`src/rtl/short_solver.sv`:
```
// rtl/short_solver.sv - Smith-Waterman local aligner core with matrix fill and traceback
package datatypesPkg;
    typedef enum logic [1:0] {A = 2'd0, C = 2'd1, G = 2'd2, T = 2'd3} dna_base;
    typedef enum logic [1:0] {NONE = 2'd0, DIAG = 2'd1, UP = 2'd2, LEFT = 2'd3} direction;
endpackage

module short_solver
    import datatypesPkg::*;
#(
    parameter int len1 = 10,
    parameter int len2 = 9
) (
    input  logic                           clk,
    input  logic                           rst,
    input  dna_base [0:len1-1]             seq1,
    input  dna_base [0:len2-1]             seq2,
    output logic                           finished,
    output logic [$clog2(len1):0]          maxRowId,
    output logic [$clog2(len2):0]          maxColId,
    output logic [0:len1-1][15:0]          score_grid [0:len2-1],
    output direction [0:len2-1][0:len1-1]  grid,
    output direction [0:len1+len2-1]       aligned_sequence
);

    localparam int IW = (len1 > 1) ? $clog2(len1) : 1;
    localparam int JW = (len2 > 1) ? $clog2(len2) : 1;
    localparam int KW = $clog2(len1 + len2);
    localparam int RW = $clog2(len1) + 1;
    localparam int CW = $clog2(len2) + 1;

    typedef enum logic [1:0] {S_IDLE, S_FILL, S_TRACE, S_DONE} state_t;

    state_t                         state_q, state_d;
    dna_base [0:len1-1]             seq1_q, seq1_d;
    dna_base [0:len2-1]             seq2_q, seq2_d;
    logic [IW-1:0]                  ci_q, ci_d;
    logic [JW-1:0]                  cj_q, cj_d;
    logic [IW-1:0]                  ti_q, ti_d;
    logic [JW-1:0]                  tj_q, tj_d;
    logic                           off_q, off_d;
    logic [KW-1:0]                  k_q, k_d;
    logic [15:0]                    max_q, max_d;
    logic [IW-1:0]                  max_row_q, max_row_d;
    logic [JW-1:0]                  max_col_q, max_col_d;
    logic                           finished_q, finished_d;
    logic [0:len1-1][15:0]          score_q [0:len2-1];
    logic [0:len1-1][15:0]          score_d [0:len2-1];
    direction [0:len2-1][0:len1-1]  grid_q, grid_d;
    direction [0:len1+len2-1]       aligned_q, aligned_d;

    logic [15:0]        diag_src, up_src, left_src;
    logic               match;
    logic signed [17:0] diag_s, up_s, left_s, best;
    direction           cell_dir;
    logic [15:0]        cur_score;
    direction           cur_dir;

    // Score and direction of the cell currently being filled; off-grid neighbours read as 0
    always_comb begin
        diag_src = '0;
        up_src   = '0;
        left_src = '0;
        if (ci_q != '0 && cj_q != '0) diag_src = score_q[cj_q - 1'b1][ci_q - 1'b1];
        if (cj_q != '0)               up_src   = score_q[cj_q - 1'b1][ci_q];
        if (ci_q != '0)               left_src = score_q[cj_q][ci_q - 1'b1];
        match  = (seq1_q[ci_q] == seq2_q[cj_q]);
        diag_s = $signed({2'b00, diag_src}) + (match ? 18'sd3 : -18'sd3);
        up_s   = $signed({2'b00, up_src}) - 18'sd2;
        left_s = $signed({2'b00, left_src}) - 18'sd2;
        best   = '0;
        if (diag_s > best) best = diag_s;
        if (up_s > best)   best = up_s;
        if (left_s > best) best = left_s;
        if (best == 18'sd0)       cell_dir = NONE;
        else if (best == diag_s)  cell_dir = DIAG;
        else if (best == up_s)    cell_dir = UP;
        else                      cell_dir = LEFT;
    end

    // Cell under the traceback cursor
    always_comb begin
        cur_score = score_q[tj_q][ti_q];
        cur_dir   = grid_q[tj_q][ti_q];
    end

    // Next-state logic: latch inputs, fill cells row-major, then walk the path back
    always_comb begin
        state_d    = state_q;
        seq1_d     = seq1_q;
        seq2_d     = seq2_q;
        ci_d       = ci_q;
        cj_d       = cj_q;
        ti_d       = ti_q;
        tj_d       = tj_q;
        off_d      = off_q;
        k_d        = k_q;
        max_d      = max_q;
        max_row_d  = max_row_q;
        max_col_d  = max_col_q;
        finished_d = finished_q;
        score_d    = score_q;
        grid_d     = grid_q;
        aligned_d  = aligned_q;
        case (state_q)
            S_IDLE: begin
                seq1_d  = seq1;
                seq2_d  = seq2;
                ci_d    = '0;
                cj_d    = '0;
                state_d = S_FILL;
            end
            S_FILL: begin
                score_d[cj_q][ci_q] = best[15:0];
                grid_d[cj_q][ci_q]  = cell_dir;
                // Strictly greater keeps the first maximum in row-major order
                if (best[15:0] > max_q) begin
                    max_d     = best[15:0];
                    max_row_d = ci_q;
                    max_col_d = cj_q;
                end
                if (ci_q == IW'(len1 - 1)) begin
                    ci_d = '0;
                    if (cj_q == JW'(len2 - 1)) begin
                        state_d = S_TRACE;
                        ti_d    = max_row_d;
                        tj_d    = max_col_d;
                        off_d   = 1'b0;
                        k_d     = '0;
                    end else begin
                        cj_d = cj_q + 1'b1;
                    end
                end else begin
                    ci_d = ci_q + 1'b1;
                end
            end
            S_TRACE: begin
                if (off_q || cur_score == 16'd0) begin
                    state_d    = S_DONE;
                    finished_d = 1'b1;
                end else begin
                    aligned_d[k_q] = cur_dir;
                    k_d            = k_q + 1'b1;
                    // Stepping past row/column 0 marks the cursor off-grid
                    case (cur_dir)
                        DIAG: begin
                            if (ti_q == '0 || tj_q == '0) off_d = 1'b1;
                            else begin
                                ti_d = ti_q - 1'b1;
                                tj_d = tj_q - 1'b1;
                            end
                        end
                        UP: begin
                            if (tj_q == '0) off_d = 1'b1;
                            else tj_d = tj_q - 1'b1;
                        end
                        LEFT: begin
                            if (ti_q == '0) off_d = 1'b1;
                            else ti_d = ti_q - 1'b1;
                        end
                        default: off_d = 1'b1;
                    endcase
                end
            end
            default: begin
            end
        endcase
    end

    // State registers with asynchronous clear of all results
    always_ff @(posedge clk or negedge rst) begin
        if (!rst) begin
            state_q    <= S_IDLE;
            ci_q       <= '0;
            cj_q       <= '0;
            ti_q       <= '0;
            tj_q       <= '0;
            off_q      <= 1'b0;
            k_q        <= '0;
            max_q      <= '0;
            max_row_q  <= '0;
            max_col_q  <= '0;
            finished_q <= 1'b0;
            for (int i = 0; i < len1; i++) seq1_q[i] <= A;
            for (int j = 0; j < len2; j++) seq2_q[j] <= A;
            for (int j = 0; j < len2; j++) begin
                score_q[j] <= '0;
                for (int i = 0; i < len1; i++) grid_q[j][i] <= NONE;
            end
            for (int k = 0; k < len1 + len2; k++) aligned_q[k] <= NONE;
        end else begin
            state_q    <= state_d;
            seq1_q     <= seq1_d;
            seq2_q     <= seq2_d;
            ci_q       <= ci_d;
            cj_q       <= cj_d;
            ti_q       <= ti_d;
            tj_q       <= tj_d;
            off_q      <= off_d;
            k_q        <= k_d;
            max_q      <= max_d;
            max_row_q  <= max_row_d;
            max_col_q  <= max_col_d;
            finished_q <= finished_d;
            score_q    <= score_d;
            grid_q     <= grid_d;
            aligned_q  <= aligned_d;
        end
    end

    assign finished         = finished_q;
    assign maxRowId         = RW'(max_row_q);
    assign maxColId         = CW'(max_col_q);
    assign score_grid       = score_q;
    assign grid             = grid_q;
    assign aligned_sequence = aligned_q;

endmodule

```
`config.mk`:
```
export PLATFORM = sky130hd
export DESIGN_NAME = short_solver
export DESIGN_NICKNAME = d
export VERILOG_FILES = /design/src/rtl/short_solver.sv
export SDC_FILE = /design/constraint.sdc
export NUM_CORES = 2
export LEC_CHECK = 0
export CAP_MARGIN = 20
export CORE_AREA = 5 5 672 674
export CTS_CLUSTER_SIZE = 10
export DETAILED_ROUTE_END_ITERATION = 10
export DIE_AREA = 0 0 677 679
export HOLD_SLACK_MARGIN = 0.06
export PLACE_DENSITY = 0.4
export SLEW_MARGIN = 0
export SYNTH_ARGS = -nofsm -noshare
export SYNTH_HDL_FRONTEND = slang
export SYNTH_SLANG_ARGS = --single-unit
```
`constraint.sdc`:
```
create_clock -name clk -period 33.1 [get_ports clk]
set_input_delay 6.62 -clock clk [delete_from_list [all_inputs] [get_ports clk]]
set_output_delay 6.62 -clock clk [all_outputs]
set_load 0.01 [all_outputs]
```
# Yosys cells after proc, flatten, opt, wreduce, memory -nomap -nowiden
# Cells that the tools add are included.
dict set report op_classes {
  add_sub_neg 10
  n_mul 0
  div_mod_pow 0
  n_lt_le_gt_ge 14
  n_eq_ne 23
  n_shift 0
  mux 93
  n_bitwise 8
  n_reduce_logical 25
}
# operator count
set ops {}
lappend ops {{binary-select mux 160 bit (select 4 bit)} 3}
lappend ops {{bitwise mux 1440 bit} 1}
lappend ops {{two-way mux 160 bit} 7}
lappend ops {{demux 160 bit (select 4 bit)} 1}
lappend ops {{binary-select mux 16 bit (select 4 bit)} 4}
lappend ops {{two-way mux 16 bit} 12}
lappend ops {{bitwise mux 180 bit} 1}
lappend ops {{binary-select mux 20 bit (select 4 bit)} 1}
lappend ops {{demux 20 bit (select 4 bit)} 1}
lappend ops {{two-way mux 18 bit} 4}
lappend ops {{demux 16 bit (select 4 bit)} 1}
lappend ops {{two-way mux 20 bit} 3}
lappend ops {{two-way mux 4 bit} 15}
lappend ops {{one-hot mux 4 bit (2 select lines)} 6}
lappend ops {{bitwise mux 38 bit} 1}
lappend ops {{> comparator 17 x 18 -> 1 bit} 2}
lappend ops {{subtractor 16 x 2 -> 17 bit (second input constant)} 2}
lappend ops {{greater-or-equal comparator 5 bit (second input constant)} 6}
lappend ops {{inverter 4 -> 5 bit} 6}
lappend ops {{two-way mux 2 bit} 13}
lappend ops {{binary-select mux 2 bit (select 4 bit)} 3}
lappend ops {{AND reduction 7 bit} 3}
lappend ops {{adder 17 x 18 -> 18 bit} 1}
lappend ops {{== test 18 x 17 -> 1 bit} 1}
lappend ops {{39 further kinds} 75}
dict set report totals {
  ff_bits 1745
  latch_bits 0
  ram_bits 0
  rom_bits 0
  input_bits 40
  out_inout_bits 1669
  word_cells 402
  mem_count 0
}

# Logic depth before layout (Yosys ltp)
dict set report logic_depth {
  word_depth 21
  depth_mapped 82
  depth_no_buf 62
}

# Worst setup path before layout
# No wires, ideal clock.
dict set report synth_path {
  path_type {flip-flop to flip-flop}
  start {reg ci_q[0]}
  end {reg ti_q[1]}
  setup_time_ns 0.140
  arrival_ns 15.021
  required_time_ns 32.960
  slack_ns 17.939
  stages_incl_launch_ff 78
  path_buffers 20
  period_less_slack_ns 15.161
  path_cell_list {dfrtp_1 buf_2 buf_2 inv_1 clkbuf_1 buf_1 clkbuf_1 buf_1 buf_1 clkbuf_1 ha_1 clkbuf_1 clkbuf_1 clkbuf_1 clkbuf_1 a21oi_1 a221oi_1 nor3_1 [42 not listed] clkbuf_1 clkbuf_1 inv_1 ha_1 nand3_1 o22ai_1 o21ai_0 nand2b_1 a21oi_1 nor2b_1 o21ai_0 nand2b_1 a21oi_1 a31oi_1 clkbuf_1 mux2_2 o211ai_1 o21ai_0}
}
dict set report synth_via {
  elab_chain_len 18
  elab_cells_between_ends 39
  classes_between {4 x add/sub; 4 x order compare; 3 x eq/ne; 23 x mux; 2 x bitwise; 3 x reduce/logical}
}
# item line_no
set synth_rtl {}
lappend synth_rtl {{from (decl)} 36} ;# logic [IW-1:0] ci_q, ci_d;
lappend synth_rtl {{from (signal assigned)} 194} ;# ci_q <= ci_d;
lappend synth_rtl {{subtractor 4 x 1 -> 4 bit / inverter 4 -> 5 bit (equally long branches)} --}
lappend synth_rtl {{inverter 4 -> 5 bit (implied by the code) / binary-select mux 2 bit (select 4 bit) (equally long branches)} {63, 65, 66}}
lappend synth_rtl {{binary-select mux 16 bit (select 4 bit) / two-way mux 2 bit (equally long branches)} {63, 66}}
lappend synth_rtl {{two-way mux 16 bit (implied by the code) / two-way mux 2 bit (equally long branches)} {63, 66}}
lappend synth_rtl {{two-way mux 16 bit (implied by the code) / == test 2 bit (equally long branches)} {63, 66}}
lappend synth_rtl {{two-way mux 16 bit / two-way mux 18 bit (equally long branches)} {63, 67}}
lappend synth_rtl {{adder 17 x 18 -> 18 bit} 67} ;# diag_s = $signed({2'b00, diag_src}) + (match ? 18'sd3 : -18'sd3);
lappend synth_rtl {{> comparator 18 x 1 -> 1 bit} 71} ;# if (diag_s > best) best = diag_s;
lappend synth_rtl {{[3 not listed]} --}
lappend synth_rtl {{> comparator 17 x 18 -> 1 bit} 73} ;# if (left_s > best) best = left_s;
lappend synth_rtl {{two-way mux 18 bit *} 73}
lappend synth_rtl {{net best[2]} 53} ;# logic signed [17:0] diag_s, up_s, left_s, best;
lappend synth_rtl {{> comparator 16 bit *} 116} ;# if (best[15:0] > max_q) begin
lappend synth_rtl {{two-way mux 4 bit *} 116}
lappend synth_rtl {{two-way mux 4 bit *} 123} ;# if (cj_q == JW'(len2 - 1)) begin
lappend synth_rtl {{two-way mux 4 bit *} 121} ;# if (ci_q == IW'(len1 - 1)) begin
lappend synth_rtl {{one-hot mux 4 bit (2 select lines) *} 104} ;# case (state_q)
lappend synth_rtl {{to (signal assigned)} 196} ;# ti_q <= ti_d;
lappend synth_rtl {{to (decl)} 38} ;# logic [IW-1:0] ti_q, ti_d;
# The timed path passes the listed nets; every way through them passes the cells marked *. The select of a mux whose other input is x is not followed.
# A chain may end at the register's enable or synchronous reset.

# Worst setup path in the final report
dict set report layout_path {
  start {reg cj_q[0]}
  end {reg max_q[13]}
}
dict set report layout_via {
  elab_chain_len 18
  elab_cells_between_ends 39
  classes_between {4 x add/sub; 4 x order compare; 1 x eq/ne; 25 x mux; 2 x bitwise; 3 x reduce/logical}
}
# item line_no
set layout_rtl {}
lappend layout_rtl {{from (decl)} 37} ;# logic [JW-1:0] cj_q, cj_d;
lappend layout_rtl {{from (signal assigned)} 195} ;# cj_q <= cj_d;
lappend layout_rtl {{subtractor 4 x 1 -> 4 bit} {63, 64}}
lappend layout_rtl {{inverter 4 -> 5 bit (implied by the code)} {63, 64}}
lappend layout_rtl {{binary-select mux 160 bit (select 4 bit)} {63, 64}}
lappend layout_rtl {{two-way mux 160 bit (implied by the code) (2 in series)} {63, 64}}
lappend layout_rtl {{binary-select mux 16 bit (select 4 bit)} 63} ;# if (ci_q != '0 && cj_q != '0) diag_src = score_q[cj_q - 1'b1][ci_q - 1'b1];
lappend layout_rtl {{two-way mux 16 bit (implied by the code) (2 in series)} 63}
lappend layout_rtl {{two-way mux 16 bit} 63}
lappend layout_rtl {{adder 17 x 18 -> 18 bit} 67}
lappend layout_rtl {{> comparator 18 x 1 -> 1 bit} 71}
lappend layout_rtl {{two-way mux 18 bit} 71}
lappend layout_rtl {{> comparator 17 x 18 -> 1 bit} 72} ;# if (up_s > best) best = up_s;
lappend layout_rtl {{two-way mux 18 bit} 72}
lappend layout_rtl {{> comparator 17 x 18 -> 1 bit} 73}
lappend layout_rtl {{two-way mux 18 bit *} 73}
lappend layout_rtl {{net best[8]} 53}
lappend layout_rtl {{> comparator 16 bit *} 116}
lappend layout_rtl {{AND reduction 2 bit (no line) *} --}
lappend layout_rtl {{to (signal assigned)} 200} ;# max_q <= max_d;
lappend layout_rtl {{to (decl)} 42} ;# logic [15:0] max_q, max_d;
# Marked as above.

==> qor.yml <==
die:
  die-area_um2: 459700
  floorplan.initialDensity: 0.2312
  placeableCoreArea_um2: 444200
  rows: 245
  design.portCount: 1709
  die_height_um: 679
  die-width_um: 677
clock_tree:
  insertion_delay_ns: 1.03
  cts_tree: "built"
  cts_buffer_depth: 4
  clock_sinks: 1745
  cts_hold_buffers: 0
  cts_htree_levels: 4
  cts_buffers: 223
  clk_root_buffer_cell: "sky130_fd_sc_hd__clkbuf_16"
  clkTransAtPathRegs_ns: 0.07
  cts_repair_resize_count: 0
  post-cts-setup-buffer-count: 0
logic_synthesis:
  async_flop_share: 1.000
  synth-warning-count: 0
  syn_inst: 10796
  synthFlopType: "sky130_fd_sc_hd__dfrtp_1"
  postSynthRegisterBits: 1745
  synth_enable_flop_cells: 0
  post_synth_instance_area_um2: 102700
  synth_cell_type_count: 111
  syn-mean-instance-area_um2: 9.511
  fraction_of_the_yosys_area_taken_by_sequential_cells: 0.4253
placement:
  gp_congestion: 1.110
  dp.final_hpwl_mm: 810.8
  place.port_buffers: 1706
  dpl_worst_slack_ns: 14.38
  placed_area_um2: 129500
worst_setup_path:
  setup.worst_path.class: "flop to flop"
  crit_path_max_fanout: 142
  timing.reg2reg.worst_path_depth: 60
  setup.reg_to_reg.worst_slack_ns: 13.60
  r2r-start: "cj_q[0]"
  timing.critical_path.from_type: "flop"
  setup.worst_path.end_class: "flop"
  worst_ep_required_time_ns: 33.89
  max_stage_delay_ns: 0.89
  worst-endpoint-arrival_ns: 20.29
  timing.rr.end: "max_q[13]"
  critical_path.most_common_cell: "sky130_fd_sc_hd__o21a_1"
  worst_path_max_delay_cell: "sky130_fd_sc_hd__ha_4"
sta:
  max_freq_mhz: 51.28
  tightestPinTransition_ns: 1.408
  final.period_utilization: 0.5892
  fin_ws_ns: 13.60
  finalHoldViolations: 0
  final.min_clock_period_ns: 19.50
  fin_worst_skew_ns: 0.1166
  setup_repair_after_global_routing_missed_its_margin: "false"
  report.final.setup_viol: 0
  report.final.slew_viol_count: 0
  relative_slew_margins: 0.03453
  final_sum_of_negative_setup_slack_ns: 0
power:
  power.combinational.fraction: 0.552
  net-switching-power_mw: 7.962
  vdd.ir_drop.worst_mv: 0.2118
  clock_power_share: 0.179
  internal-power_mw: 5.915
  cellPowerDensity_nw_per_um2: 101.2
  cellLeakagePower_nw: 54.46
  netSwitchingFraction: 0.5737
  seq_power_share: 0.268
hold_path:
  holdCritStartpoint: "finished"
  hold-path-endpoint: "finished"
  holdCritPathClass: "flop to flop"
  hold_depth: 1
detailed_routing:
  route.vias.total: 118234
  drt_pass1_iterations: 9
  drtAntennaViolNets: 0
  post-route-drc-count: 0
  viasPerCell: 6.314
  routed_wl_mm: 1015
  routed_wire_length_per_instance_um: 54.19
  drt_iter0_drc: 21934
global_route:
  grt_start_max_net_pins: 167
  grt_usage: 0.4206
  grt_overflow: 0
  grt_first_pass_wirelength_mm: 1261
  initial_antenna_violation_count: 157
  first_global_vias: 104031
cells_and_area:
  num-fill-cells: 46176
  drive_above_1_share: 0.1576
  multi_input_logic_area_um2: 54580
  layout.area.seq_um2: 43700
  area_growth_syn_to_fin_pct: 33.58
  nets: 12695
  finalInstanceArea_um2: 137200
outcome:
  run_status: "completed"
run:
  drv.max_cap_violation_count: 0
-- synth_stat cells, drive strengths merged, types with 174 or more instances --
library cell,number,area [um2]
a22oi,174,1306
clkbuf,684,2567
buf,319,2069
nand3,320,1612
dfrtp,1745,43670
mux4,412,9279
nor4,320,2044
mux2,250,3040
nor2,292,1101
o21ai,1708,8559
a21oi,309,1546
mux2i,624,6246
nand2,2111,7936
-- cells by family (layout without fill, tap and decap cells) --
family                     Yosys count  after routing  share of synthesized area
buffers and inverters             1102           3018                    0.04878
xor gates and xnor gates            61             61                   0.005752
DFF                               1745           1745                     0.4253
other                                2             89                 0.00007314
muxes                             1286           1286                     0.1808
AOI/OAI and AO/OA                 2987           2987                     0.1743
and+or+nand+nor                   3523           3523                     0.1539
adders and majority gates           90             90                    0.01104
-- per-layer routing --
metal	global-route usage	share of wire	vias to the layer above
met5	0.008227	0.00086	-
met4	0.2741	0.084	44
met3	0.2026	0.15	2299
met2	0.5570	0.38	10975
met1	0.5361	0.39	61450
li1	-	-	43466
-- through the flow --
| stage | total power [mW] | utilization | cells | hold WS (ns) |
|---|---|---|---|---|
| after floorplan | 5.630 | - | 10797 | 0.4498 |
| after global placement | 11.02 | 0.2912 | 18226 | 0.4510 |
| after detailed placement | 11.00 | 0.2916 | 18239 | 0.4581 |
| after CTS | 13.48 | 0.3074 | 18612 | 0.4724 |
| after global routing | 13.78 | 0.3084 | 18652 | 0.4943 |
| final | 13.88 | 0.3088 | 18727 | 0.4754 |
-- flip-flops by register name (all words and copies together) (netlist names), 2 cells and up --
register	cells
seq2_q	18
k_q	5
max_col_q	4
seq1_q	20
ti_q	4
ci_q	4
aligned_sequence	38
max_q	16
score_grid	1440
max_row_q	4
cj_q	4
state_q	2
tj_q	4
grid	180
-- final cells by class --
cell class / count / area share
Timing Repair Buffer: 2546 / 0.1740
Clock inverter: 42 / 0.004315
Inverter: 99 / 0.002764
Multi-Input combinational cell: 7950 / 0.3980
Sequential cell: 1745 / 0.3186
Antenna cell: 86 / 0.001569
Clock buffer: 331 / 0.04674
Tap cell: 5928 / 0.05408
-- how the worst max path moves through the flow --
stage | from | to | slack (ns) | cells after the start
3_3_place_gp | cj_q[0] | grid[41] | 14.44 | 56
6_report | cj_q[0] | max_q[13] | 13.60 | 60
4_1_cts | cj_q[0] | grid[165] | 14.33 | 56
3_5_place_dp | cj_q[0] | grid[81] | 14.38 | 56
2_1_floorplan | ci_q[0] | ti_q[1] | 17.94 | 77
5_1_grt | cj_q[0] | max_q[6] | 13.35 | 64
-- worst max-delay path: cells and delay by family (launching register included) --
kind | cells | cell delay [ns]
AO/OA/AOI/OAI | 27 | 6.94
adder cells (fa/ha/maj) | 5 | 2.09
buffers and inverters | 8 | 3.99
flip-flops | 1 | 0.60
multiplexers | 2 | 0.98
AND/OR/NAND/NOR | 18 | 4.22
-- cell usage in the layout (no fill, tap or decap), types with 70 or more instances in the layout --
cell type                         synthesis  final
sky130_fd_sc_hd__nand2_1               2108   2059
sky130_fd_sc_hd__clkbuf_1               684     70
sky130_fd_sc_hd__nand4_1                124    124
sky130_fd_sc_hd__diode_2                  0     86
sky130_fd_sc_hd__mux2_2                 190    189
sky130_fd_sc_hd__nor2_1                 290    282
sky130_fd_sc_hd__inv_1                   94     89
sky130_fd_sc_hd__a211oi_1                78     78
sky130_fd_sc_hd__a22oi_1                174    174
sky130_fd_sc_hd__buf_4                   67    790
sky130_fd_sc_hd__nor3_1                  89     87
sky130_fd_sc_hd__nor4_1                 316    305
sky130_fd_sc_hd__o22ai_1                105    105
sky130_fd_sc_hd__mux2i_1                624    623
sky130_fd_sc_hd__o21ai_0               1679   1676
sky130_fd_sc_hd__mux4_2                 412    412
sky130_fd_sc_hd__nand3_1                318    318
sky130_fd_sc_hd__ha_1                    89     86
sky130_fd_sc_hd__clkdlybuf4s50_1          0   1705
sky130_fd_sc_hd__dfrtp_1               1745   1734
sky130_fd_sc_hd__clkbuf_16                0    227
sky130_fd_sc_hd__a21oi_1                309    308
-- power groups by stage --
stage | Sequential, mW | Clock, mW | Combinational (mW)
floorplan | 3.18 | 0 | 2.45
global placement | 3.64 | 0 | 7.38
detailed placement | 3.63 | 0 | 7.37
CTS | 3.60 | 2.50 | 7.38
finish | 3.72 | 2.49 | 7.67
global route | 3.64 | 2.57 | 7.58
Power figures use the tool's default switching activity.
